$ cat src/rtl/pipe_hazard_ctrl.sv
// Purpose : hazard/stall controller for a 5-stage pipeline (load-use, branch flush, MDU stall, halt).
// Latency : control outputs are combinational from state+inputs; state/counters update on rising clk.
// Backpr. : stalls by dropping pc_en/ifid_en and inserting ID/EX bubbles; no upstream handshake.
//
// Ports:
//   clk, rst_n                 clock, async active-low reset
//   id_rs, id_rt               IF/ID source registers
//   id_use_rs, id_use_rt       IF/ID instruction reads rs / rt
//   idex_mem_read, idex_rd     ID/EX is a load, and its destination
//   ex_branch_taken            branch/jump resolved taken in EX
//   id_mdu_op, id_halt         IF/ID is a multiply/divide, or a halt
//   pc_en, ifid_en             PC write enable, IF/ID enable
//   ifid_flush, idex_bubble    clear IF/ID, insert NOP into ID/EX
//   mdu_start                  one-cycle MDU start pulse
//   ctrl_state                 RUN=0, MDU_WAIT=1, HALT=2
//   stall_cycles               saturating count of cycles with pc_en=0

module pipe_hazard_ctrl #(
   parameter int MDU_CYCLES = 8
) (
   input  logic        clk,
   input  logic        rst_n,
   input  logic [2:0]  id_rs,
   input  logic [2:0]  id_rt,
   input  logic        id_use_rs,
   input  logic        id_use_rt,
   input  logic        idex_mem_read,
   input  logic [2:0]  idex_rd,
   input  logic        ex_branch_taken,
   input  logic        id_mdu_op,
   input  logic        id_halt,
   output logic        pc_en,
   output logic        ifid_en,
   output logic        ifid_flush,
   output logic        idex_bubble,
   output logic        mdu_start,
   output logic [1:0]  ctrl_state,
   output logic [15:0] stall_cycles
);

   localparam logic [1:0] RUN      = 2'd0;
   localparam logic [1:0] MDU_WAIT = 2'd1;
   localparam logic [1:0] HALT     = 2'd2;

   // Counter runs MDU_CYCLES-1 down to 0, so MDU_WAIT lasts exactly MDU_CYCLES cycles.
   localparam logic [3:0] MDU_LOAD = 4'(MDU_CYCLES - 1);

   logic [1:0] state, state_nxt;
   logic [3:0] mdu_cnt, mdu_cnt_nxt;
   logic       load_use;

   // r0 is hardwired zero, so a load targeting it never creates a dependency.
   assign load_use = idex_mem_read && (idex_rd != 3'd0) &&
                     ((id_use_rs && (id_rs == idex_rd)) ||
                      (id_use_rt && (id_rt == idex_rd)));

   always_comb begin
      pc_en       = 1'b0;
      ifid_en     = 1'b0;
      ifid_flush  = 1'b0;
      idex_bubble = 1'b1;
      mdu_start   = 1'b0;
      state_nxt   = state;
      mdu_cnt_nxt = mdu_cnt;
      // Held in reset the outputs stay at the safe stall pattern above.
      if (rst_n) begin
         case (state)
            RUN: begin
               if (ex_branch_taken) begin
                  // The IF/ID instruction is squashed, so its mdu/halt request is dropped.
                  pc_en      = 1'b1;
                  ifid_en    = 1'b1;
                  ifid_flush = 1'b1;
               end else if (load_use) begin
                  // Hold PC and IF/ID one cycle; the bubble lets the load reach MEM.
               end else if (id_mdu_op) begin
                  pc_en       = 1'b1;
                  ifid_en     = 1'b1;
                  idex_bubble = 1'b0;
                  mdu_start   = 1'b1;
                  state_nxt   = MDU_WAIT;
                  mdu_cnt_nxt = MDU_LOAD;
               end else if (id_halt) begin
                  state_nxt = HALT;
               end else begin
                  pc_en       = 1'b1;
                  ifid_en     = 1'b1;
                  idex_bubble = 1'b0;
               end
            end
            MDU_WAIT: begin
               if (mdu_cnt == 4'd0) state_nxt = RUN;
               else                 mdu_cnt_nxt = mdu_cnt - 4'd1;
            end
            HALT: begin
               // Only reset leaves HALT.
            end
            default: state_nxt = RUN;
         endcase
      end
   end

   always_ff @(posedge clk or negedge rst_n) begin
      if (!rst_n) begin
         state        <= RUN;
         mdu_cnt      <= 4'd0;
         stall_cycles <= 16'd0;
      end else begin
         state   <= state_nxt;
         mdu_cnt <= mdu_cnt_nxt;
         if (!pc_en && (stall_cycles != 16'hFFFF))
            stall_cycles <= stall_cycles + 16'd1;
      end
   end

   assign ctrl_state = state;

endmodule

$ cat config.mk
export PLATFORM = sky130hd
export DESIGN_NAME = pipe_hazard_ctrl
export DESIGN_NICKNAME = d
export VERILOG_FILES = /design/src/rtl/pipe_hazard_ctrl.sv
export SDC_FILE = /design/constraint.sdc
export NUM_CORES = 1
export LEC_CHECK = 0
export CAP_MARGIN = 20
export CORE_UTILIZATION = 41
export CTS_CLUSTER_SIZE = 28
export DETAILED_ROUTE_END_ITERATION = 10
export GPL_ROUTABILITY_DRIVEN = 0
export PLACE_DENSITY = 0.71
export SYNTH_ARGS = -nofsm -noshare
export SYNTH_HDL_FRONTEND = slang
export SYNTH_SLANG_ARGS = --single-unit
$ cat constraint.sdc
create_clock -name clk -period 1.8 [get_ports clk]
set_input_delay 0.36 -clock clk [delete_from_list [all_inputs] [get_ports clk]]
set_output_delay 0.36 -clock clk [all_outputs]
set_load 0.01 [all_outputs]
# == Word-level counts from Yosys, hierarchy flattened ==
# Index checks and enable logic that the tools add are counted.
# classes
n_reduce_logical,13
eq_ne,11
n_addsub,2
n_mux,31
bitwise_logic,1
# op_table
op,count
1-bit two-way mux,20
16-bit by 1-bit adder with 16-bit output (second input constant),1
4-bit two-way mux,4
16-bit inequality test (second input constant),1
6-bit AND reduction,2
2-bit two-way mux,5
2-bit inequality test (second input constant),5
4-bit one-hot mux with 2 select lines,1
3-bit == test,2
2-bit one-hot mux with 3 select lines,1
1-bit logical AND,5
4-bit logical NOT,1
4-bit by 1-bit subtractor with 4-bit output (second input constant),1
3-bit inequality test (second input constant),1
3-bit nonzero test,1
2-bit by 1-bit == test with 1-bit output (second input constant),1
2-bit == test (second input constant),1
2-bit logical NOT,1
2-bit nonzero test,1
1-bit logical NOT,1
1-bit logical OR,1
1-bit NOT,1
# totals
output_inout_bits,23
ff_bits,22
word_cells,61

# == Logic depth before layout (Yosys ltp) ==
# depth
depth_word,10
ltp_mapped,8
mapped_depth_nobuf,8

# == Worst setup path after synthesis ==
# OpenSTA, ideal clock, no wires.
# synth_timing
path_kind,input-to-reg
start,input port idex_rd[1]
end,register stall_cycles[12]
required_ns,1.675
setup_slack_ns,-0.164
path_stages,7
n_path_buf,1
setup_ns,0.125
arrival_time_ns,1.839
cell_sequence,xnor2_1 nand4_1 a211o_1 and2_4 buf_6 or3_4 mux2_4
# synth_between
elab_chain_len,10
# synth_rtl
item,line,rtl
from (decl),28,"input logic [2:0] idex_rd,"
3-bit == test (on tied branches),"54, 55",
1-bit logical AND (on tied branches),"54, 55",
1-bit logical OR,54,((id_use_rs && (id_rs == idex_rd)) ||
1-bit logical AND *,53,assign load_use = idex_mem_read && (idex_rd != 3'd0) &&
1-bit two-way mux * (4 in a row),-,
net ifid_en,33,"output logic ifid_en,"
1-bit logical NOT *,111,if (!pc_en && (stall_cycles != 16'hFFFF))
1-bit logical AND *,111,
to (signal assigned),112,stall_cycles <= stall_cycles + 16'd1;
to (decl),38,output logic [15:0] stall_cycles
# Mark *: on every way through the listed nets, which the timed path passes. The rest lies on a longest branch.
# A chain may end at the register's enable or synchronous reset.

# == Final worst setup path ==
# layout_timing
start,register state[1] (netlist: ctrl_state[1])
end,output port mdu_start
# layout_between
elab_chain_len,3
# layout_rtl
item,line,rtl
from (decl),48,"logic [1:0] state, state_nxt;"
from (signal assigned),109,state <= state_nxt;
2-bit logical NOT,67,case (state)
1-bit two-way mux,67,
1-bit two-way mux,66,if (rst_n) begin
to (decl),36,"output logic mdu_start,"
# Every way passes these cells.

==> flow_summary.ini <==
[outcome]
status = complete, but fails checks
violations = DRC

[timing]
slew_viol_final = 0
hold_viol_final = 0
max_freq_mhz = 561.2
worstMarginPinSlew_ns = 0.3320
layout_worst_path_cycle_share_pct = 99.00
rsz0062_at_grt = true
fin_skew_ns = 0.005786
fin_crit_ns = 1.782
maxSlewHeadroom_pct = 77.56
finalSetupViolCount = 0

[grt]
grt_max_degree = 28
globalRouteOverflowTotal = 0
grt_pass1_vias = 1114
antenna_found_initial = 0
grt_pass1_wl_um = 4974
grtUsageTotal_pct = 19.56

[clock_tree]
insertion_delay_ns = 0.31
clock_path_buffers = 2
cts-root-buf = clkbuf_4
cts_tree = built
numCtsBuffers = 3
hold_buffers = 0
cts_sinks = 22
clk_pin_slew_ns = 0.13
h-tree-depth = 1

[floorplan]
dieHeight_um = 57.24
rows = 19
pin_count = 40
start_util_pct = 44.23
die-area_um2 = 3276
die_w_um = 57.24
core_area_um2 = 2829

[pwr]
peakVddDrop_mv = 0.8520
p_leak_uw = 0.0008829
p_total_uw = 2384
powerDensity_nw_per_um2 = 1180

[logic_synthesis]
yosys_warnings = 0
synthArstFlopShare_pct = 100.0
yosysTopAreaCell = dfrtp_1
synth_edf_count = 0
synth_top_cell_area_share_pct = 44.00
seq_area_frac_synth_pct = 44.00
synth_area_um2 = 1251
synth_area_leaders = dfrtp_1 (44%), xnor2_1 (11%), nand4_1 (4.0%)
synth.distinct_cells = 37
syn_nets = 147
ys_seq_elements = 22
syn_area_per_cell_um2 = 9.775
ys.flop_type = dfrtp_1
syn_inst = 128

[worst_setup_path]
cp-start-kind = flip-flop
reg2reg_slack_ns = 0.07
path_class = reg2out
end_kind = output port
endpoint = mdu_start
worst-endpoint-arrival_ns = 1.42
worst-path-max-fanout = 3
r2r-start = mdu_cnt[1]
r2r_cells = 9
startpoint = ctrl_state[1]
r2r-end = mdu_cnt[3]
critPathRequiredTime_ns = 1.44

[cells_and_area]
fillers = 233
final_cells = 226
final_nets = 215
antennaDiodeCount = 0
final_core_util_pct = 71.38
syn_to_final_growth_pct = 61.40
layout-drive-gt1-share_pct = 38.46
final_area_um2 = 2019

[routing]
wl_met3_um = 130
drt-total-wl_um = 3115
dr_wl_met2_um = 1596
detail_route.wl_per_cell_um = 13.78
wl_met1_um = 1372
route.detailed.drc = 3
dr.pass1.iters = 7
topRoutingLayerUsed = met4
drtIter0Drc = 46
vias_per_cell = 5.367
postRouteAntennaNets = 0
routed-via-count = 1213

[placement]
port_buffers = 39
place_area_um2 = 1861
dpl.hpwl_um = 2331
dpl.cell_count = 219

[hold_path]
hold_class = in2async

[flow_run]
max_cap_viol_count = 0
[cells in the mapped netlist, types with 3 or more instances]
library cell  instances
xor2_1                4
xnor2_1              15
a21oi_1               4
o21ai_0               4
nor2_1                9
a2bb2oi_1             3
inv_1                 4
nand4_1               8
nand3_1               5
dfrtp_1              22
nand2_1              12
[layout make-up]
class / count / area (um2) / area share [%]
inverters: 4 / 15.01 / 0.7435
clock buffers: 3 / 22.52 / 1.115
multi-input cells: 98 / 798.3 / 39.53
clock inverters: 1 / 30.03 / 1.487
repair buffers: 67 / 564.3 / 27.94
well taps: 31 / 38.79 / 1.921
flip-flops and latches: 22 / 550.5 / 27.26
[power breakdown]
group,switching [uW],internal [uW],total [uW]
Sequential,120,636,756
Combinational,553,692,1240
Clock,158,225,383
Total,831,1550,2380
[worst max-delay path, stage by stage, from the launching register on]
cell	delay (ns)
dfrtp_1	0.42
nor2_2	0.15
nand2_2	0.13
nor3_4	0.16
and2_4	0.17
buf_6	0.09
[kinds of logic after synthesis]
| kind of cell | share of synthesized area (%) |
|---|---|
| AOI/OAI and AO/OA | 9.600 |
| and+or+nand+nor | 24.60 |
| adders and majority gates | 2.000 |
| muxes | 3.000 |
| xor gates and xnor gates | 13.30 |
| DFF | 44.00 |
| buffers and inverters | 3.500 |
[worst min path at each step]
stage                                   to              from
after floorplan              ctrl_state[0]             rst_n
after global placement    stall_cycles[10]  stall_cycles[10]
after detailed placement   stall_cycles[8]   stall_cycles[8]
after CTS                 stall_cycles[12]             rst_n
after global routing      stall_cycles[11]             rst_n
final                           mdu_cnt[0]             rst_n
[cell usage in the layout (no fill, tap or decap), drive strengths merged]
cell / netlist / final
inv: 4 / 4
nor2b: 1 / 1
and2: 2 / 2
nor3b: 2 / 2
nor4: 2 / 2
clkdlybuf4s50: 0 / 19
o21ai: 4 / 4
dfrtp: 22 / 22
or2: 2 / 2
and4: 1 / 1
or4: 1 / 1
nor3: 2 / 2
ha: 2 / 2
a2bb2oi: 3 / 3
nand4: 8 / 8
clkbuf: 0 / 6
xnor2: 15 / 15
o31ai: 2 / 2
xor2: 4 / 4
nand2b: 2 / 2
a21o: 2 / 2
dlygate4sd2: 0 / 5
nand3b: 2 / 2
bufinv: 0 / 1
a21oi: 4 / 4
mux2: 3 / 3
dlymetal6s2s: 0 / 1
nand3: 5 / 5
buf: 4 / 39
nor2: 9 / 9
nand2: 12 / 12
nor4b: 1 / 1
a22oi: 2 / 2
and3: 2 / 2
a211o: 1 / 1
or3: 2 / 2
[routing by layer]
layer,global-route usage [%],up-vias
met4,4.530,0
li1,-,591
met2,33.45,44
met5,0,-
met1,26.42,576
met3,2.721,2
[registers in the layout, summed over array words and instances (netlist names)]
name,count
mdu_cnt,4
stall_cycles,16
ctrl_state,2
[metrics by stage]
step,setup WS (ns),hold WS [ns],TNS (ns)
after floorplan,-0.09865,0.06441,-0.09865
after global placement,-0.7598,0.4833,-11.26
after detailed placement,-0.8560,0.4915,-12.32
after CTS,0.0003783,0.1940,0
after global routing,-0.05788,0.2140,-0.2477
final,0.01804,0.1973,0
[repair_timing]
item / 4_1_cts / 5_1_grt
pin swaps: 8 / 12
endpoints found under the setup margin: 22 / 15
resized for setup: 62 / 31
hold endpoints to repair: 0 / 0
buffers inserted: 0 / 3
(Power assumes the default switching activity.)
